--- src/rtl/xdma_read_data_path_if.sv ---
// Handshake bundle for the xDMA read data path.
//   Descriptor : r_desc_len_i, r_desc_valid_i -> r_desc_ready_o
//   AXI R      : r_data_i, r_resp_i, r_last_i, r_valid_i -> r_ready_o
//   Output     : rsp_data_o, rsp_last_o, rsp_valid_o <- rsp_ready_i
// Suffixes are from the data path's point of view. The data path binds to the
// slave modport; whatever feeds it and drains it binds to the master modport.
interface xdma_read_data_path_if #(
  parameter int unsigned DataWidth = 512,
  parameter int unsigned LenWidth  = 8
) ();
  logic [LenWidth-1:0]  r_desc_len_i;
  logic                 r_desc_valid_i;
  logic                 r_desc_ready_o;
  logic [DataWidth-1:0] r_data_i;
  logic [1:0]           r_resp_i;
  logic                 r_last_i;
  logic                 r_valid_i;
  logic                 r_ready_o;
  logic [DataWidth-1:0] rsp_data_o;
  logic                 rsp_last_o;
  logic                 rsp_valid_o;
  logic                 rsp_ready_i;

  modport slave (
    input  r_desc_len_i, r_desc_valid_i, r_data_i, r_resp_i, r_last_i, r_valid_i,
           rsp_ready_i,
    output r_desc_ready_o, r_ready_o, rsp_data_o, rsp_last_o, rsp_valid_o
  );

  modport master (
    output r_desc_len_i, r_desc_valid_i, r_data_i, r_resp_i, r_last_i, r_valid_i,
           rsp_ready_i,
    input  r_desc_ready_o, r_ready_o, rsp_data_o, rsp_last_o, rsp_valid_o
  );
endinterface

--- src/rtl/xdma_read_data_path.sv ---
// Receive-side xDMA data path. Takes a beat-count descriptor, consumes the
// matching AXI R burst and forwards each beat through a one-entry output
// register. RLAST position and RRESP are checked; one done pulse with sticky
// error flags is reported per burst.
// Ports:
//   clk_i, rst_ni : clock, asynchronous active-low reset
//   bus           : descriptor, AXI R and output stream handshakes (slave side)
//   done_o        : 1-cycle pulse once the burst is received and drained
//   err_o         : [0] RLAST mismatch, [1] non-OKAY RRESP; valid with done_o
//
// state  | meaning
// -------+------------------------------------------------------------
// IDLE   | waiting for a descriptor, R channel closed
// BUSY   | accepting R beats until the descriptor count is exhausted
// DRAIN  | last beat taken, waiting for the output register to empty
// FINISH | single cycle presenting done_o and err_o
module xdma_read_data_path #(
  parameter int unsigned DataWidth = 512,
  parameter int unsigned LenWidth  = 8
) (
  input  logic                           clk_i,
  input  logic                           rst_ni,
  xdma_read_data_path_if.slave           bus,
  output logic                           done_o,
  output logic [1:0]                     err_o
);

  typedef enum logic [1:0] {
    IDLE   = 2'd0,
    BUSY   = 2'd1,
    DRAIN  = 2'd2,
    FINISH = 2'd3
  } state_e;

  state_e               state_q, state_d;
  logic [LenWidth-1:0]  cnt_q, cnt_d;
  logic [1:0]           err_q, err_d;
  logic                 out_valid_q, out_valid_d;
  logic [DataWidth-1:0] out_data_q, out_data_d;
  logic                 out_last_q, out_last_d;

  logic desc_ready;
  logic r_ready;
  logic r_hs;
  logic out_pop;
  logic cnt_zero;

  assign out_pop  = out_valid_q && bus.rsp_ready_i;
  assign cnt_zero = (cnt_q == '0);
  assign r_hs     = r_ready && bus.r_valid_i;

  always_comb begin
    state_d     = state_q;
    cnt_d       = cnt_q;
    err_d       = err_q;
    out_valid_d = out_valid_q;
    out_data_d  = out_data_q;
    out_last_d  = out_last_q;
    desc_ready  = 1'b0;
    r_ready     = 1'b0;
    done_o      = 1'b0;
    err_o       = 2'b00;

    // Emptying returns data/last to zero; a load below overrides this,
    // which is what gives pass-through when load and drain coincide.
    if (out_pop) begin
      out_valid_d = 1'b0;
      out_data_d  = '0;
      out_last_d  = 1'b0;
    end

    unique case (state_q)
      IDLE: begin
        desc_ready = 1'b1;
        if (bus.r_desc_valid_i) begin
          cnt_d   = bus.r_desc_len_i;
          err_d   = 2'b00;
          state_d = BUSY;
        end
      end
      BUSY: begin
        r_ready = !out_valid_q || bus.rsp_ready_i;
        if (r_hs) begin
          out_valid_d = 1'b1;
          out_data_d  = bus.r_data_i;
          out_last_d  = cnt_zero;
          if (bus.r_last_i != cnt_zero) err_d[0] = 1'b1;
          if (bus.r_resp_i != 2'b00)    err_d[1] = 1'b1;
          // The descriptor count alone ends the burst; RLAST is only checked.
          if (!cnt_zero) cnt_d = cnt_q - LenWidth'(1);
          else           state_d = DRAIN;
        end
      end
      DRAIN: begin
        if (!out_valid_q || out_pop) state_d = FINISH;
      end
      FINISH: begin
        done_o  = 1'b1;
        err_o   = err_q;
        state_d = IDLE;
      end
      default: state_d = IDLE;
    endcase
  end

  always_ff @(posedge clk_i or negedge rst_ni) begin
    if (!rst_ni) begin
      state_q     <= IDLE;
      cnt_q       <= '0;
      err_q       <= 2'b00;
      out_valid_q <= 1'b0;
      out_data_q  <= '0;
      out_last_q  <= 1'b0;
    end else begin
      state_q     <= state_d;
      cnt_q       <= cnt_d;
      err_q       <= err_d;
      out_valid_q <= out_valid_d;
      out_data_q  <= out_data_d;
      out_last_q  <= out_last_d;
    end
  end

  assign bus.r_desc_ready_o = desc_ready;
  assign bus.r_ready_o      = r_ready;
  assign bus.rsp_valid_o    = out_valid_q;
  assign bus.rsp_data_o     = out_data_q;
  assign bus.rsp_last_o     = out_last_q;

endmodule
--- src/flat_wrapper.sv ---
// flat-port wrapper written by rule: the top's interface ports become plain ports
module xdma_read_data_path_flat 
#(
  parameter int unsigned DataWidth = 512,
  parameter int unsigned LenWidth  = 8
)
  (clk_i, rst_ni, done_o, err_o, bus_r_desc_len_i, bus_r_desc_valid_i, bus_r_data_i, bus_r_resp_i, bus_r_last_i, bus_r_valid_i, bus_rsp_ready_i, bus_r_desc_ready_o, bus_r_ready_o, bus_rsp_data_o, bus_rsp_last_o, bus_rsp_valid_o);
  xdma_read_data_path_if #(.DataWidth(DataWidth), .LenWidth(LenWidth)) bus_i ();
  input  logic clk_i;
  input  logic rst_ni;
  output logic done_o;
  output logic [1:0] err_o;
  input wire logic [$bits(bus_i.r_desc_len_i)-1:0] bus_r_desc_len_i;
  input wire logic [$bits(bus_i.r_desc_valid_i)-1:0] bus_r_desc_valid_i;
  input wire logic [$bits(bus_i.r_data_i)-1:0] bus_r_data_i;
  input wire logic [$bits(bus_i.r_resp_i)-1:0] bus_r_resp_i;
  input wire logic [$bits(bus_i.r_last_i)-1:0] bus_r_last_i;
  input wire logic [$bits(bus_i.r_valid_i)-1:0] bus_r_valid_i;
  input wire logic [$bits(bus_i.rsp_ready_i)-1:0] bus_rsp_ready_i;
  output wire logic [$bits(bus_i.r_desc_ready_o)-1:0] bus_r_desc_ready_o;
  output wire logic [$bits(bus_i.r_ready_o)-1:0] bus_r_ready_o;
  output wire logic [$bits(bus_i.rsp_data_o)-1:0] bus_rsp_data_o;
  output wire logic [$bits(bus_i.rsp_last_o)-1:0] bus_rsp_last_o;
  output wire logic [$bits(bus_i.rsp_valid_o)-1:0] bus_rsp_valid_o;
  assign bus_i.r_desc_len_i = bus_r_desc_len_i;
  assign bus_i.r_desc_valid_i = bus_r_desc_valid_i;
  assign bus_i.r_data_i = bus_r_data_i;
  assign bus_i.r_resp_i = bus_r_resp_i;
  assign bus_i.r_last_i = bus_r_last_i;
  assign bus_i.r_valid_i = bus_r_valid_i;
  assign bus_i.rsp_ready_i = bus_rsp_ready_i;
  assign bus_r_desc_ready_o = bus_i.r_desc_ready_o;
  assign bus_r_ready_o = bus_i.r_ready_o;
  assign bus_rsp_data_o = bus_i.rsp_data_o;
  assign bus_rsp_last_o = bus_i.rsp_last_o;
  assign bus_rsp_valid_o = bus_i.rsp_valid_o;
  xdma_read_data_path #(.DataWidth(DataWidth), .LenWidth(LenWidth)) u_core (.clk_i(clk_i), .rst_ni(rst_ni), .bus(bus_i), .done_o(done_o), .err_o(err_o));
endmodule
--- config.mk ---
export PLATFORM = sky130hd
export DESIGN_NAME = xdma_read_data_path_flat
export DESIGN_NICKNAME = d
export VERILOG_FILES = /design/src/rtl/xdma_read_data_path_if.sv /design/src/rtl/xdma_read_data_path.sv /design/src/flat_wrapper.sv
export SDC_FILE = /design/constraint.sdc
export NUM_CORES = 1
export LEC_CHECK = 0
export ABC_AREA = 1
export BUFFER_PORTS_ARGS = -buffer_cell sky130_fd_sc_hd__buf_2
export CAP_MARGIN = 20
export CORE_AREA = 2 2 404 406
export CTS_BUF_LIST = sky130_fd_sc_hd__clkbuf_4 sky130_fd_sc_hd__clkbuf_8 sky130_fd_sc_hd__clkbuf_16
export DETAILED_ROUTE_END_ITERATION = 8
export DIE_AREA = 0 0 406 408
export GPL_ROUTABILITY_DRIVEN = 1
export HOLD_SLACK_MARGIN = 0.1
export PLACE_DENSITY = 0.3
export SLEW_MARGIN = 0
export SYNTH_ARGS = -nofsm -noshare
export SYNTH_HDL_FRONTEND = slang
export SYNTH_SLANG_ARGS = --single-unit
--- constraint.sdc ---
create_clock -name clk_i -period 3.7 [get_ports clk_i]
set_input_delay 0.74 -clock clk_i [delete_from_list [all_inputs] [get_ports clk_i]]
set_output_delay 0.74 -clock clk_i [all_outputs]
set_load 0.02 [all_outputs]
# --- After elaboration in Yosys (flattened, before gate mapping) ---
# Index checks and enable logic that the tools add are counted.
op_classes:
  addsub: 1
  mux: 27
  n_eq_ne: 11
  reduce_logical: 13
op_table:
  columns: ["cell", "count"]
  rows:
  - ["$mux W512", 3]
  - ["$mux W8", 3]
  - ["$pmux W8 S2", 1]
  - ["$reduce_and A4 Y1", 4]
  - ["$mux W2", 7]
  - ["$mux W1", 11]
  - ["$ne A2 B1 Y1 const B", 5]
  - ["$logic_not A8 Y1", 1]
  - ["$pmux W2 S4", 1]
  - ["$sub A8 B1 Y8 const B", 1]
  - ["$eq A2 B2 Y1 const B", 2]
  - ["$ne A2 B2 Y1 const B", 2]
  - ["$pmux W2 S2", 1]
  - ["$reduce_bool A2 Y1", 2]
  - ["$eq A2 B1 Y1 const B", 1]
  - ["$logic_and A1 B1 Y1", 2]
  - ["$logic_not A2 Y1", 1]
  - ["$logic_or A1 B1 Y1", 2]
  - ["$logic_not A1 Y1", 1]
  - ["$ne A1 B1 Y1", 1]
word_totals:
  ff_bits: 526
  out_inout_bits: 519

# --- Longest topological paths before layout ---
logic_depth:
  ltp_word: 6
  ltp_mapped: 11
  ltp_nobuf: 10

# --- Worst setup path before layout ---
# OpenSTA, ideal clock, no wires.
synth_path:
  path_type: "input-to-output"
  from: "input bus_rsp_ready_i"
  to: "output bus_r_ready_o"
  setup_slack_ps: 1538
  path_stages: 3
  arrival_time_ps: 1422
  required_ps: 2960
  path_cell_list: "inv_1 -> a21oi_2 -> clkbuf_1"
synth_via:
  elab_chain_cells: 2
synth_lines:
  columns: ["item", "line", "rtl"]
  rows:
  - ["start, declared", "flat_wrapper.sv:19", "input wire logic [$bits(bus_i.rsp_ready_i)-1:0] bus_rsp_ready_i;"]
  - ["$logic_or A1 B1 Y1", "xdma_read_data_path.sv:82", "r_ready = !out_valid_q || bus.rsp_ready_i;"]
  - ["$mux W1", "xdma_read_data_path.sv:72", "unique case (state_q)"]
  - ["end, declared", "flat_wrapper.sv:21", "output wire logic [$bits(bus_i.r_ready_o)-1:0] bus_r_ready_o;"]
# Every way passes these cells.

# --- Final worst setup path ---
layout_path:
  from: "register u_core.state_q[1]"
  to: "output bus_r_ready_o"
layout_via:
  elab_chain_cells: 2
layout_lines:
  columns: ["item", "line", "rtl"]
  rows:
  - ["start, declared", "xdma_read_data_path.sv:35", "state_e state_q, state_d;"]
  - ["start signal, assigned", "xdma_read_data_path.sv:115", "state_q <= state_d;"]
  - ["$eq A2 B1 Y1", "xdma_read_data_path.sv:72", null]
  - ["$mux W1", "xdma_read_data_path.sv:72", null]
# Every way passes these cells.

==> impl_metrics.py <==
metrics = {
    "synthesis": {
        "seq_area_frac_synth_pct": 60.4,
        "syn-num-nets": 2958,
        "synth_top_family_by_area": "simple AND/OR/NAND/NOR gates",
        "synth-simple-area-share_pct": 34.0,
        "synthCells": 2423,
        "synth_cell_types": 18,
        "yosys_warnings": 0,
        "synth.area.mux_share_pct": 0,
        "syn_area_per_cell_um2": 9.00,
        "netlist_area_um2": 21800,
        "synth-compound-area-share_pct": 0.402,
        "ys_ff_latch": 526,
        "synth-xor-area-share_pct": 0,
        "synth_fa_ha_area_share_pct": 0.402,
    },
    "sta": {
        "period_needed_ns": 3.13,
        "final-hold-violation-count": 0,
        "setup_viol": 0,
        "fin_skew_ns": 0.0211,
        "fin_crit_sh_pct": 84.6,
        "relSlewSlack_pct": 38.9,
        "rsz0062_at_grt": "no",
        "tightest_slew_ns": 0.917,
        "max_freq_mhz": 319,
        "fin_ws_ns": 0.570,
        "slew_violations": 0,
        "fin_tns_setup_ns": 0,
    },
    "clock_tree": {
        "path_clk_slew_ns": 0.06,
        "numCtsBuffers": 75,
        "ctsResizeCount": 0,
        "htreeDepth": 3,
        "clock_latency_ns": 0.66,
        "cts-root-buf": "clkbuf_16",
        "tritoncts": "built",
        "post_cts_buffers": 0,
        "cts_buffer_depth": 3,
        "clock_sinks": 526,
    },
    "global_routing": {
        "grt_pass1_wl_mm": 167,
        "track_usage_pct": 13.7,
        "grt_max_degree": 145,
        "antenna_found_initial": 57,
        "gr-total-overflow": 0,
        "grt_pass1_vias": 22500,
    },
    "job": {
        "drv_cap": 0,
    },
    "critical_path": {
        "path_cells": "inv_1 -> ha_1 -> buf_4 -> inv_2 -> a21oi_4 -> buf_12 -> buf_2",
        "worst_path_max_delay_cell": "dfrtp_1",
        "worst_ep_required_time_ns": 2.96,
        "critical_path_arrival_ns": 2.39,
        "worstRegToRegCells": 9,
        "crit_fanout": 20,
        "path_depth": 7,
        "path_buf_inv": 5,
        "worstSetupEndpointType": "output port",
        "cp_top_family": "buffers and inverters",
        "slowest_delay_ns": 0.41,
        "critPathLaunchType": "flop",
        "path_class": "reg2out",
    },
    "floorplanning": {
        "dieArea_um2": 166000,
        "die_height_um": 408,
        "core_um2": 162000,
        "io_pins": 1047,
        "start_util_pct": 13.5,
        "die_w_um": 406,
        "fp-row-count": 148,
    },
    "drt": {
        "routed.top_layer": "met5",
        "routed_wl_mm": 118,
        "drt_iter0_drc": 1191,
        "first_pass_iters": 5,
        "antenna_left": 0,
        "drc": 0,
        "wl_per_cell_um": 20.8,
        "wl_met1_mm": 47.9,
        "via_per_inst": 3.87,
        "routed-wl-met2_mm": 54.9,
        "via_count": 21900,
        "wl_met3_mm": 10.2,
    },
    "run_status": {
        "outcome": "finished, final reports clean",
    },
    "final_layout": {
        "nets": 3947,
        "layout_commonest_cell": "buf_2",
        "design_area_um2": 32500,
        "area_delta_synth_final_pct": 49.2,
        "fin_cells": 5668,
        "layout_common_cells": "buf_2 (1044), nand3_1 (1038), nand2_1 (565)",
        "drive_above_1_share_pct": 36.9,
    },
    "power_and_ir_drop": {
        "p_total_w": 0.0321,
        "switching_share_pct": 45.8,
        "seq_power_share_pct": 31.9,
        "combPwrFrac_pct": 44.4,
        "switchingPower_w": 0.0147,
        "max-vdd-ir-drop_mv": 0.417,
        "p_int_w": 0.0174,
        "p_leak_nw": 17.9,
        "p_clk_share_pct": 23.7,
        "power_density_nw_per_um2": 986,
    },
    "place": {
        "dp.cells": 5509,
        "portBuffers": 1046,
        "pre_cts_slack_ns": 1.13,
        "place_hpwl_mm": 86.8,
        "place_congestion": 0.825,
        "placed_cell_area_um2": 29900,
    },
    "min_path": {
        "whs_path_depth": 3,
        "hold_class": "in2reg",
    },
}
-- power groups by stage --
stage	clock [W]	sequential, W	combinational (W)
finish	0.00760	0.0102	0.0142
global route	0.00815	0.0106	0.0156
CTS	0.00794	0.0102	0.0146
detailed placement	0	0.0103	0.0146
global placement	0	0.0103	0.0147
floorplan	0	0.0134	0.00469
-- path summary, 6_finish.rpt --
check                                   from                          to  slack (ns)
min reg2reg                  u_core.err_q[0]             u_core.err_q[0]        0.47
max in group asynchronous             rst_ni  u_core.bus.rsp_data_o[146]        1.88
max reg2reg                u_core.state_q[1]  u_core.bus.rsp_data_o[234]        1.20
max                        u_core.state_q[1]               bus_r_ready_o        0.57
min                        bus_r_data_i[405]  u_core.bus.rsp_data_o[405]        0.30
min in group asynchronous             rst_ni  u_core.bus.rsp_data_o[319]        0.68
-- cell families after synthesis --
logic type,Yosys count
AOI/OAI and AO/OA,16
adders and majority gates,7
buffers and inverters,250
DFF,526
and+or+nand+nor,1624
-- flip-flops by register name, summed over array words and instances (netlist names) --
signal                  count
u_core.bus.rsp_data_o     512
u_core.bus.rsp_valid_o      1
u_core.err_q                2
u_core.state_q              2
u_core.bus.rsp_last_o       1
u_core.cnt_q                8
-- metal layers --
layer  vias to the layer above  GRT usage [%]
met1                     10600           16.4
met5                         -              0
met3                       231           5.17
met4                        64           5.58
li1                      10200              -
met2                       770           22.0
-- worst min-delay path, cell delays in order --
cell     delay [ns]
buf_2          0.07
nand3_1        0.06
nand2_1        0.06
-- stage by stage --
stage,util (%),hold WS [ns]
after floorplan,-,0.442
after global placement,18.5,0.460
after detailed placement,18.5,0.462
after CTS,20.1,0.207
after global routing,20.1,0.254
final,20.1,0.298
-- cell type report --
type                    instances  area (um^2)
flip-flops and latches        526        13200
clock buffers                 106         2230
repair buffers               1141         6310
clock inverters                27          359
inverters                      21         78.8
fillers                     18400       129000
well taps                    2175         2720
multi-input cells            1647         7610
diodes                         25         62.6
-- Yosys cell counts (all sizes together) --
| cell | n | area [um^2] |
|---|---|---|
| clkbuf | 99 | 372 |
| nor2 | 16 | 60.1 |
| dfrtp | 526 | 13200 |
| inv | 21 | 78.8 |
| nand3 | 1039 | 5200 |
| buf | 130 | 614 |
| o22ai | 1 | 6.26 |
| ha | 7 | 87.6 |
| o21bai | 1 | 7.51 |
| nand2 | 567 | 2130 |
| a21oi | 2 | 13.8 |
| o21ai | 12 | 60.1 |
| nand4 | 2 | 12.5 |
-- timing repair --
action	CTS	global route
endpoints found under the setup margin	0	0
hold buffers	1	0
endpoints found under the hold margin	31	0
(Power assumes the default switching activity.)
